### src/rtl/confreg_mc.sv
// confreg_mc: multi-channel configuration register block on the SRAM-like
// peripheral bus.
//   Bus:     conf_en / conf_wen[3:0] / conf_addr / conf_wdata -> conf_rdata
//            (one-cycle registered read; conf_wen == 0 means read)
//   Inputs:  switch, switch_dip (read-only level registers)
//   Display: led[16*LED_CH], seg_a_g[7*LED_CH], seg_sel[4*LED_CH]
//   VUART:   uart_tx_valid / uart_tx_data / uart_tx_ready (show-ahead drain)
// Optional: define CONFREG_TIMER_EN to build the free-running TIMER at 0x0054.
module confreg_mc #(
    parameter int LED_CH     = 2,
    parameter int FIFO_DEPTH = 16,
    parameter int SCAN_DIV   = 50000
) (
    input  logic                  clk,
    input  logic                  rst,
    input  logic                  conf_en,
    input  logic [3:0]            conf_wen,
    input  logic [31:0]           conf_addr,
    input  logic [31:0]           conf_wdata,
    output logic [31:0]           conf_rdata,
    input  logic [7:0]            switch,
    input  logic [7:0]            switch_dip,
    output logic [16*LED_CH-1:0]  led,
    output logic [7*LED_CH-1:0]   seg_a_g,
    output logic [4*LED_CH-1:0]   seg_sel,
    output logic                  uart_tx_valid,
    output logic [7:0]            uart_tx_data,
    input  logic                  uart_tx_ready
);
    localparam int AW = $clog2(FIFO_DEPTH);
    localparam int SW = (SCAN_DIV > 1) ? $clog2(SCAN_DIV) : 1;

    logic [15:0] addr;
    logic        wr;
    logic        unused_addr;
    assign addr        = conf_addr[15:0];
    assign wr          = conf_en && (conf_wen != 4'd0);
    assign unused_addr = ^conf_addr[31:16];

    function automatic logic [31:0] merge(input logic [31:0] old_v,
                                          input logic [31:0] new_v,
                                          input logic [3:0]  be);
        logic [31:0] r;
        r = old_v;
        for (int unsigned k = 0; k < 4; k++)
            if (be[k]) r[8*k +: 8] = new_v[8*k +: 8];
        return r;
    endfunction

    function automatic logic [6:0] hex7(input logic [3:0] n);
        case (n)
            4'h0: hex7 = 7'b1111110;  4'h1: hex7 = 7'b0110000;
            4'h2: hex7 = 7'b1101101;  4'h3: hex7 = 7'b1111001;
            4'h4: hex7 = 7'b0110011;  4'h5: hex7 = 7'b1011011;
            4'h6: hex7 = 7'b1011111;  4'h7: hex7 = 7'b1110000;
            4'h8: hex7 = 7'b1111111;  4'h9: hex7 = 7'b1111011;
            4'hA: hex7 = 7'b1110111;  4'hB: hex7 = 7'b0011111;
            4'hC: hex7 = 7'b1001110;  4'hD: hex7 = 7'b0111101;
            4'hE: hex7 = 7'b1001111;  default: hex7 = 7'b1000111;
        endcase
    endfunction

    // ---------------- registers ----------------
    logic [31:0] led_reg [LED_CH];
    logic [31:0] num_reg;
    logic [31:0] timer_val;
    logic [LED_CH-1:0] led_we;

    always_comb begin
        led_we = '0;
        for (int unsigned i = 0; i < LED_CH; i++)
            if (wr && addr[15:6] == 10'd0 && addr[1:0] == 2'd0 && addr[5:2] == 4'(i))
                led_we[i] = 1'b1;
    end

    always_ff @(posedge clk or posedge rst) begin
        if (rst) begin
            for (int unsigned i = 0; i < LED_CH; i++) led_reg[i] <= '0;
            num_reg <= '0;
        end else begin
            for (int unsigned i = 0; i < LED_CH; i++)
                if (led_we[i]) led_reg[i] <= merge(led_reg[i], conf_wdata, conf_wen);
            if (wr && addr == 16'h0040) num_reg <= merge(num_reg, conf_wdata, conf_wen);
        end
    end

    always_comb
        for (int unsigned i = 0; i < LED_CH; i++) led[16*i +: 16] = led_reg[i][15:0];

`ifdef CONFREG_TIMER_EN
    logic [31:0] timer;
    always_ff @(posedge clk or posedge rst) begin
        if (rst)                          timer <= '0;
        else if (wr && addr == 16'h0054)  timer <= merge(timer, conf_wdata, conf_wen);
        else                              timer <= timer + 32'd1;
    end
    assign timer_val = timer;
`else
    assign timer_val = '0;
`endif

    // ---------------- VUART TX FIFO ----------------
    logic [7:0]  mem [FIFO_DEPTH];
    logic [AW-1:0] wp, rp;
    logic [AW:0] cnt;
    logic        ovf, full, empty, push_req, push_ok, pop, ovf_clr;

    assign full     = (cnt == (AW+1)'(FIFO_DEPTH));
    assign empty    = (cnt == '0);
    assign push_req = wr && addr == 16'h004C && conf_wen[0];
    assign pop      = !empty && uart_tx_ready;
    // A full FIFO still accepts a push when the head leaves in the same cycle.
    assign push_ok  = push_req && (!full || pop);
    assign ovf_clr  = wr && addr == 16'h0050 && conf_wen[2] && conf_wdata[16];

    always_ff @(posedge clk)
        if (push_ok) mem[wp] <= conf_wdata[7:0];

    always_ff @(posedge clk or posedge rst) begin
        if (rst) begin
            wp  <= '0;
            rp  <= '0;
            cnt <= '0;
            ovf <= 1'b0;
        end else begin
            if (push_ok) wp <= wp + 1'b1;
            if (pop)     rp <= rp + 1'b1;
            if (push_ok && !pop)      cnt <= cnt + 1'b1;
            else if (!push_ok && pop) cnt <= cnt - 1'b1;
            // Set wins over a simultaneous clear.
            if (push_req && full && !pop) ovf <= 1'b1;
            else if (ovf_clr)             ovf <= 1'b0;
        end
    end

    assign uart_tx_valid = !empty;
    assign uart_tx_data  = empty ? 8'h00 : mem[rp];

    // ---------------- read path ----------------
    logic [31:0] rd_val;
    always_comb begin
        rd_val = '0;
        if (addr[15:6] == 10'd0 && addr[1:0] == 2'd0)
            for (int unsigned i = 0; i < LED_CH; i++)
                if (addr[5:2] == 4'(i)) rd_val = led_reg[i];
        case (addr)
            16'h0040: rd_val = num_reg;
            16'h0044: rd_val = {24'd0, switch};
            16'h0048: rd_val = {24'd0, switch_dip};
            16'h0050: rd_val = {15'd0, ovf, 8'(cnt), 6'd0, full, empty};
            16'h0054: rd_val = timer_val;
            default: ;
        endcase
    end

    always_ff @(posedge clk or posedge rst) begin
        if (rst)          conf_rdata <= '0;
        else if (conf_en) conf_rdata <= rd_val;
    end

    // ---------------- seven-segment scan ----------------
    logic [SW-1:0] scan_cnt;
    logic [1:0]    dig;

    always_ff @(posedge clk or posedge rst) begin
        if (rst) begin
            scan_cnt <= '0;
            dig      <= 2'd0;
        end else if (scan_cnt == SW'(SCAN_DIV - 1)) begin
            scan_cnt <= '0;
            dig      <= dig + 2'd1;
        end else begin
            scan_cnt <= scan_cnt + 1'b1;
        end
    end

    // Outputs are re-registered every cycle from the current digit and
    // register contents, giving the one-cycle lag after a wrap or a write.
    always_ff @(posedge clk or posedge rst) begin
        if (rst) begin
            for (int unsigned i = 0; i < LED_CH; i++) begin
                seg_sel[4*i +: 4] <= 4'b0001;
                seg_a_g[7*i +: 7] <= 7'b1111110;
            end
        end else begin
            for (int unsigned i = 0; i < LED_CH; i++) begin
                seg_sel[4*i +: 4] <= 4'b0001 << dig;
                case (dig)
                    2'd0: seg_a_g[7*i +: 7] <= hex7(led_reg[i][3:0]);
                    2'd1: seg_a_g[7*i +: 7] <= hex7(led_reg[i][7:4]);
                    2'd2: seg_a_g[7*i +: 7] <= hex7(led_reg[i][11:8]);
                    default: seg_a_g[7*i +: 7] <= hex7(led_reg[i][15:12]);
                endcase
            end
        end
    end
endmodule

### config.mk
export PLATFORM = sky130hd
export DESIGN_NAME = confreg_mc
export DESIGN_NICKNAME = d
export VERILOG_FILES = /design/src/rtl/confreg_mc.sv
export SDC_FILE = /design/constraint.sdc
export NUM_CORES = 1
export LEC_CHECK = 0
export BUFFER_PORTS_ARGS = -buffer_cell sky130_fd_sc_hd__buf_4
export CAP_MARGIN = 20
export CORE_AREA = 4 4 216 218
export CTS_CLUSTER_DIAMETER = 120
export DETAILED_ROUTE_END_ITERATION = 8
export DIE_AREA = 0 0 220 222
export GPL_ROUTABILITY_DRIVEN = 0
export GPL_TIMING_DRIVEN = 0
export HOLD_SLACK_MARGIN = 0.1
export PLACE_DENSITY = 0.56
export SYNTH_ARGS = -nofsm -noshare
export SYNTH_HDL_FRONTEND = slang
export SYNTH_SLANG_ARGS = --single-unit
### constraint.sdc
create_clock -name clk -period 8.75 [get_ports clk]
set_clock_uncertainty 0.1 [all_clocks]
set_input_delay 0 -clock clk [delete_from_list [all_inputs] [get_ports clk]]
set_output_delay 0 -clock clk [all_outputs]
set_load 0.05 [all_outputs]
==> qor.yml, run 1 <==
max-cap-violations: 0
irDropWorstVdd_uv: 303.4
hpwlAfterDp_mm: 31.41
worst_setup_path_endpoint: "cnt[4]"
clockBufferDepth: 3
pin_count_of_the_biggest_net_entering_global_routing: 105
period_share_pct: 48.17
cell_area_after_synthesis_mm2: 0.01549
postSynth.asyncResetShare_pct: 58.17
largest_reg_flops: 128
worstReg2RegEnd: "cnt[4]"
static_leakage_uw: 0.008131
setup.worst_path.start: "conf_addr[14]"
r2r_cells: 12
timing_max_transition_violations_final: 0
floorplan.rows: 78
drt-initial-drc-count: 672
status: "finished clean"
max_freq_ghz: 0.2373
die_w_um: 220
yosys_most_used_dff: "dfrtp_1"
rsz0062_at_grt: "no"
finalHoldViolCount: 0
grt_total_usage_pct: 18.06
first_global_vias: 11180
synth.yosys.warnings: 0
critPathMaxFanout: 10
worstReg2RegStart: "cnt[0]"
final_layout_size_suffix_gt1_share_pct: 30.76
post_cts.resized_instances: 0
synth_edf_count: 128
fillers: 4199
tns_ps: 0
placedInstanceArea_mm2: 0.01754
remaining_drc_errors: 0
power_uw: 3888
chipHeight_um: 222
port_buffers: 165
antenna_found_initial: 2
critPathLaunchType: "input pin"
clock_tree.htree_level_count: 2
area_growth_syn_to_layout_pct: 26.20
via_count: 10900
drt_first_pass_iters: 5
cts.repair_timing.setup_buffer_count: 0
timing.max_slew.rel_slack_pct: 30.27
timing.reg2reg.setup_slack_ps: 5050
drtAntennaViolNets: 0
synth.yosys.seq_area_share_pct: 53.66
core_mm2: 0.04489
clock_tree.root_cell: "clkbuf_16"
tightestPinTransition_ps: 1046
synthesized_flop_and_latch_total: 306
clkSlewWorstSetupHoldPaths_ps: 60
utilization_pct: 43.56
drt-vias-per-instance: 5.176
worst_hold_path.num_cells: 3
worstPathArrival_ps: 4570
tritoncts.num_buffers: 36
synthesis.nets: 1335
die-area_mm2: 0.04884
worst-setup-path-type: "in -> reg"
worst-endpoint-required_ps: 9110
tritoncts: "done"
gr_overflow_total: 0
min-delay-path-class: "in -> reg"
initial_core_util_pct: 34.52
clkSinkCount: 306
powerDensity_mw_per_mm2: 198.8
worstSetupEndpointType: "flop"
design.portCount: 183
clock_insertion_delay_worst_skew_ps: 540
wl_mm: 44.46
report.final.setup_viol: 0
grt_pass1_wl_mm: 68.09
nets: 1625
post_synthesis_instance_total: 1188
avgSynthCellArea_um2: 13.04
final_area_mm2: 0.01956
avgRoutedWirePerCell_um: 21.11
synthDistinctLibCells: 65
finalCriticalPeriod_ps: 4215
## stage by stage
step	setup slack, ps	cells	hold slack (ps)
after floorplan	3841	1188	-1.131
after global placement	1509	1953	146.5
after detailed placement	4940	1956	-1.469
after CTS	4557	2105	133.4
after global routing	4278	2106	153.5
final	4535	2106	155.2
## layout by cell type, fill, tap and decap left out, types with 35 or more instances in the layout
cell	synthesis	layout
mux4_2	36	36
nor2_1	58	58
o21ai_0	40	40
a21oi_1	47	47
dlygate4sd3_1	0	84
buf_4	36	202
clkbuf_16	0	36
clkbuf_1	52	60
inv_1	41	40
nand2_1	37	37
mux2i_1	35	35
edfxtp_1	128	128
ha_1	58	58
mux2_2	108	108
dfrtp_1	165	165
## cells in the mapped netlist, drive strengths merged (3+ instances only)
| cell type | count | area share [%] |
|---|---|---|
| a211oi | 4 | 0.19 |
| a21oi | 47 | 1.5 |
| a221oi | 6 | 0.34 |
| a22oi | 9 | 0.44 |
| a311o | 4 | 0.26 |
| a31oi | 26 | 1.0 |
| a32oi | 25 | 1.4 |
| and2 | 3 | 0.12 |
| and3 | 15 | 0.61 |
| and4 | 6 | 0.34 |
| buf | 52 | 2.2 |
| clkbuf | 52 | 1.3 |
| dfrtp | 165 | 27 |
| dfstp | 13 | 2.2 |
| edfxtp | 128 | 25 |
| ha | 58 | 4.7 |
| inv | 41 | 0.99 |
| mux2 | 133 | 10 |
| mux2i | 35 | 2.3 |
| mux4 | 36 | 5.2 |
| nand2 | 37 | 0.90 |
| nand2b | 15 | 0.61 |
| nand3 | 16 | 0.84 |
| nand3b | 5 | 0.24 |
| nand4 | 8 | 0.32 |
| nor2 | 58 | 1.4 |
| nor2b | 27 | 1.1 |
| nor3 | 11 | 0.52 |
| nor3b | 5 | 0.37 |
| nor4 | 15 | 0.74 |
| o211ai | 18 | 0.87 |
| o21ai | 41 | 1.3 |
| o22ai | 10 | 0.40 |
| o31ai | 10 | 0.48 |
| or2 | 3 | 0.12 |
| or4 | 4 | 0.22 |
| xnor2 | 15 | 0.85 |
| xor2 | 10 | 0.57 |
## routing by layer
| metal | vias to the layer above | GRT usage (%) | wire length, um |
|---|---|---|---|
| li1 | 5018 | - | - |
| met2 | 282 | 29.17 | 21060 |
| met4 | 2 | 4.579 | 895 |
| met3 | 59 | 2.974 | 2164 |
| met1 | 5540 | 25.42 | 20330 |
| met5 | - | 0 | 7 |
## critical path, cell delays in order
cell,delay (ps)
dlygate4sd3_1,550
buf_4,140
or4_1,410
dlygate4sd3_1,580
buf_2,180
nor3_2,430
and3_1,230
clkbuf_1,280
buf_2,290
ha_1,200
inv_1,100
fa_1,420
a21o_1,170
a21oi_1,220
mux2i_1,250
xnor2_1,130
## logic make-up after synthesis
family,count (synthesis),synth area share [%]
compound gates,211,8.915
mux,204,17.74
flops,306,53.66
simple gates,238,9.012
fa+ha+maj,59,4.813
buf+inv,145,4.449
xor+xnor,25,1.413
## layout make-up
type	instances	area [um^2]	share of cell area, %
Antenna cell	1	2.502	0.01280
Buffer	104	535.5	2.739
Clock buffer	49	999.7	5.112
Clock inverter	16	173.9	0.8894
Inverter	41	161.4	0.8254
Multi-Input combinational cell	737	6497	33.23
Sequential cell	306	8314	42.52
Tap cell	600	750.7	3.839
Timing Repair Buffer	252	2120	10.84
## worst min path at each step
stage                               from          end  slack [ps]
final                     conf_wdata[28]  led_reg[28]         160
after global routing      conf_wdata[28]  led_reg[60]         150
after CTS                 conf_wdata[28]  led_reg[28]         130
after detailed placement             rst  num_reg[21]          -1
after global placement    conf_wdata[30]  num_reg[30]         150
after floorplan            conf_wdata[0]    mem[0][0]          -1
## power by group
| group | internal [uW] | total [uW] | switching (uW) |
|---|---|---|---|
| clock | 893 | 1490 | 601 |
| sequential | 1530 | 1560 | 31.2 |
| combinational | 338 | 837 | 498 |
## repair_timing
action                                  in CTS  in global routing
endpoints found under the hold margin      418                  0
hold buffers                                84                  0
endpoints found under the setup margin       0                  0
Note: power is estimated with default switching activity, not from simulation.
==> run 2, diff against run 1 <==
--- a/config.mk
+++ b/config.mk
@@ -5,12 +5,13 @@
 export SDC_FILE = /design/constraint.sdc
 export NUM_CORES = 1
 export LEC_CHECK = 0
+export ABC_AREA = 1
 export BUFFER_PORTS_ARGS = -buffer_cell sky130_fd_sc_hd__buf_4
 export CAP_MARGIN = 20
-export CORE_AREA = 4 4 216 218
+export CORE_AREA = 4 4 215 217
 export CTS_CLUSTER_DIAMETER = 120
 export DETAILED_ROUTE_END_ITERATION = 8
-export DIE_AREA = 0 0 220 222
+export DIE_AREA = 0 0 219 221
 export GPL_ROUTABILITY_DRIVEN = 0
 export GPL_TIMING_DRIVEN = 0
 export HOLD_SLACK_MARGIN = 0.1
==> constraint.sdc (replaced) <==
create_clock -name clk -period 4.2 [get_ports clk]
set_clock_uncertainty 0.1 [all_clocks]
set_input_delay 0 -clock clk [delete_from_list [all_inputs] [get_ports clk]]
set_output_delay 0 -clock clk [all_outputs]
set_load 0.05 [all_outputs]
==> run 2 against run 1 <==
Compared with the run above: global-route usage grew 1.7 points; critical path depth did not move; clock-buffer cell count fell by 1; largest cell class unchanged; synthesized cell count grew 47%; utilization is 0.70 points higher; register-to-register slack got worse by 4400 ps; worst setup slack worse by 4400 ps; first-iteration DRC count increased by 62%; clock power is 93% higher; sequential share of layout area up 0.060 points; critical path type unchanged; non-clock buffer count increased by 29; combinational power grew to 2.5 times the previous value.
==> qor.yml, run 2 <==
drt-initial-drc-count: 1086  # +62%
fin_ws_ps: 178.1  # -4357 ps
clkSinkCount: 306  # unchanged
remaining_drc_errors: 0  # unchanged
port_buffers: 165  # unchanged
gr_overflow_total: 0  # unchanged
core_mm2: 0.04412  # -1.7%
basic_gate_share_of_the_synthesized_area_counting_and_or_nand_and_nor_cells_pct: 21.50  # +12 points
post_synthesis_instance_total: 1747  # +47%
synthesized_flop_and_latch_total: 306  # unchanged
max-cap-violations: 0  # unchanged
pin_count_of_the_biggest_net_entering_global_routing: 42  # -60%
crit_path_max_incr_delay_ps: 580  # about the same
clock_tree.root_cell: "clkbuf_16"
worstSetupEndpointType: "flop"
utilization_pct: 44.26  # +0.70 points
power.share.sequential_pct: 39.3  # -0.8 points
clock_insertion_delay_worst_skew_ps: 540  # about the same
yosys_most_used_dff: "dfrtp_1"
synthesis.nets: 1894  # +42%
min-delay-path-class: "in -> reg"
rsz0062_at_grt: "no"
netlist_top_cells_count: "481 x nand2_1, 165 x dfrtp_1, 150 x o21ai_0"
timing.max_slew.rel_slack_pct: 29.37  # -0.90 points
floorplan.rows: 77  # -1.3%
avgRoutedWirePerCell_um: 18.09  # -14%
synth.yosys.seq_area_share_pct: 54.12  # +0.46 points
worstPathCellList: "dlygate4sd3_1 -> buf_4 -> nor2_1 -> dlygate4sd3_1 -> nand2_1 -> dlygate4sd3_1 -> nor2_1 -> nand3_1 -> nand2_1 -> dlygate4sd3_1 -> nor2_1 -> dlygate4sd3_1 -> nand2_1 -> nand2_1 -> dlygate4sd3_1 -> nand2_1"
place_ws_ps: 698.6  # -4242 ps
synth_top_family_by_area: "simple AND/OR/NAND/NOR gates"
tritoncts: "done"
synth-compound-area-share_pct: 11.58  # +2.7 points
finalHoldViolCount: 0  # unchanged
period_share_pct: 95.76
finalCriticalPeriod_ps: 4022
drtAntennaViolNets: 0  # unchanged
first_global_vias: 13270  # +19%
initial_core_util_pct: 34.82  # +0.30 points
crit_path_frequent_cell: "dlygate4sd3_1"
synth.yosys.warnings: 0  # unchanged
mostFrequentLayoutCells: "481 x nand2_1, 203 x buf_4, 165 x dfrtp_1"
grt_total_usage_pct: 19.76  # +1.7 points
most_common_library_cell_in_the_layout_ignoring_fill_and_taps: "nand2_1"
cell_area_after_synthesis_mm2: 0.01536  # -0.86%
synthXorXnorAreaFrac_pct: 0.9122  # -0.50 points
p_int_uw: 5440  # +97%
timing.reg2reg.setup_slack_ps: 640  # -4410 ps
powerDensity_mw_per_mm2: 420.9  # +110%
muxShareOfSynthArea_pct: 0  # -18 points
worst-endpoint-required_ps: 4570  # -4540 ps
synth_top_area_share_pct: 26.88  # +0.23 points
clock_tree.htree_level_count: 2  # unchanged
drt_first_pass_iters: 6  # +1
power_uw: 8219  # +110%
tightestPinTransition_ps: 1056  # +9.579 ps
drt-vias-per-instance: 5.006  # -3.3%
largest_reg_flops: 128  # unchanged
max_freq_ghz: 0.2486
timing.critical_path.buf_inv: 7  # unchanged
timing_max_transition_violations_final: 0  # unchanged
clkSlewWorstSetupHoldPaths_ps: 60  # about the same
area_growth_syn_to_layout_pct: 27.11
final.hold.worst_slack_ps: 140.6  # -14.67 ps
chipHeight_um: 221  # -0.45%
switching_part_of_the_total_pct: 33.81  # +4.7 points
synth_edf_count: 128  # unchanged
yosys-top-cells-area: "dfrtp_1 27%, edfxtp_1 25%, nand2_1 12%"
worst-setup-path-type: "in -> reg"
tns_ps: 0  # unchanged
worstReg2RegEnd: "cnt[4]"
clockBufferDepth: 3  # unchanged
postSynth.asyncResetShare_pct: 58.17  # unchanged
critPathSlowestCell: "dlygate4sd3_1"
fillers: 4396  # +4.7%
worst_hold_path.endpoint: "wp[2]"
critPathLaunchType: "input pin"
path_delay_family: "buffers and inverters"
grt_pass1_wl_mm: 75.31  # +11%
via_count: 13390  # +23%
worstPathArrival_ps: 4390  # -180 ps
report.final.setup_viol: 0  # unchanged
netlist.top_cell.by_area: "dfrtp_1"
worst_hold_path.num_cells: 6  # +3
antenna_found_initial: 2  # unchanged
tritoncts.num_buffers: 36  # unchanged
wl_mm: 48.36  # +8.8%
antenna_diode_count: 0  # -1
static_leakage_uw: 0.008428  # +3.7%
irDropWorstVdd_uv: 335.4  # +11%
hpwlAfterDp_mm: 34.97  # +11%
die_w_um: 219  # -0.45%
switching_power_uw: 2778  # +150%
count_leader_synth: "nand2_1"
pwr-share-comb_pct: 25.6  # +4.1 points
timing.hold.worst.start: "conf_addr[13]"
worstReg2RegStart: "cnt[0]"
status: "finished clean"
final_layout_size_suffix_gt1_share_pct: 13.93  # -17 points
synthDistinctLibCells: 38  # -42%
die-area_mm2: 0.04840  # -0.90%
clock_network_fraction_of_total_power_pct: 35.0  # -3.4 points
r2r_cells: 17  # +5
avgSynthCellArea_um2: 8.793  # -33%
design.portCount: 183  # unchanged
yosys.area_share.adder_pct: 4.854  # +0.042 points
nets: 2204  # +36%
critPathMaxFanout: 4  # -6
==> run 2: changes by cell type in the layout (fill, tap and decap cells not counted), moves of 35 or more <==
cell,previous run,this run
nand3_1,12,146
o21ai_0,40,150
mux2i_1,35,0
nand2_1,37,481
mux2_2,108,0
mux4_2,36,0
inv_1,40,126
nor2_1,58,132
==> run 2: worst max path at each step <==
stage	to	cells past startpoint	startpoint
2_1_floorplan	cnt[4]	17	cnt[0]
3_3_place_gp	led[6]	2	rst
3_5_place_dp	cnt[4]	17	cnt[0]
4_1_cts	cnt[4]	18	conf_addr[1]
5_1_grt	conf_rdata[1]	16	conf_addr[3]
6_report	conf_rdata[1]	16	conf_addr[3]
==> run 2: final cells by class <==
class / count / area [um^2] / area share [%]
well taps: 592 / 740.7 / 3.793
repair buffers: 272 / 2345 / 12.01
clock buffers: 48 / 985.9 / 5.049
plain buffers: 113 / 584.3 / 2.992
flip-flops and latches: 306 / 8314 / 42.58
inverters: 132 / 499.2 / 2.557
multi-input cells: 1196 / 5973 / 30.59
clock inverters: 15 / 85.08 / 0.4357
==> run 2: what timing repair did <==
item / 4_1_cts / 5_1_grt
hold endpoints to repair: 312 / 0
buffers inserted: 0 / 0
hold buffers: 102 / 0
gates resized for setup: 0 / 2
endpoints found under the setup margin: 0 / 2
==> run 2: kinds of logic after synthesis <==
family,Yosys count
AO/OA/AOI/OAI,317
XOR/XNOR,16
adder cells (fa/ha/maj),59
buffers and inverters,245
flip-flops,306
AND/OR/NAND/NOR,804
==> run 2: power by group through the flow <==
stage	sequential [uW]	clock (uW)	combinational, uW
2_1_floorplan	3320	0	1280
3_3_place_gp	3290	0	2030
3_5_place_dp	3290	0	2050
4_1_cts	3230	2950	2110
5_1_grt	3240	3070	2290
6_report	3230	2880	2110
==> run 2: per-layer routing <==
| layer | wire [um] | vias up | share of wire, % | track usage [%] |
|---|---|---|---|---|
| li1 | - | 6459 | - | - |
| met1 | 20970 | 6359 | 43 | 26.63 |
| met2 | 22640 | 476 | 47 | 32.58 |
| met3 | 3248 | 87 | 6.7 | 3.484 |
| met4 | 1493 | 4 | 3.1 | 5.994 |
| met5 | 14 | - | 0.029 | 0 |
==> run 2: through the flow <==
stage,area [um^2],std cells
6_report,19530,2674
2_1_floorplan,15370,1747
3_5_place_dp,17430,2508
3_3_place_gp,17350,2504
4_1_cts,19520,2673
5_1_grt,19530,2674
==> run 2: worst reg2reg max path, stage by stage (launching register included) <==
cell and delay (ps):
dfrtp_1 450, nor2_1 140, nand3_1 100, inv_1 70, nand2_1 250, nand2_1 410
nand2_1 170, nand3_1 160, clkinv_1 220, ha_1 290, inv_1 140, ha_1 270
nand2_1 110, nand2_1 50, a21oi_1 160, o21ai_0 90, a21oi_1 150, xor2_1 150
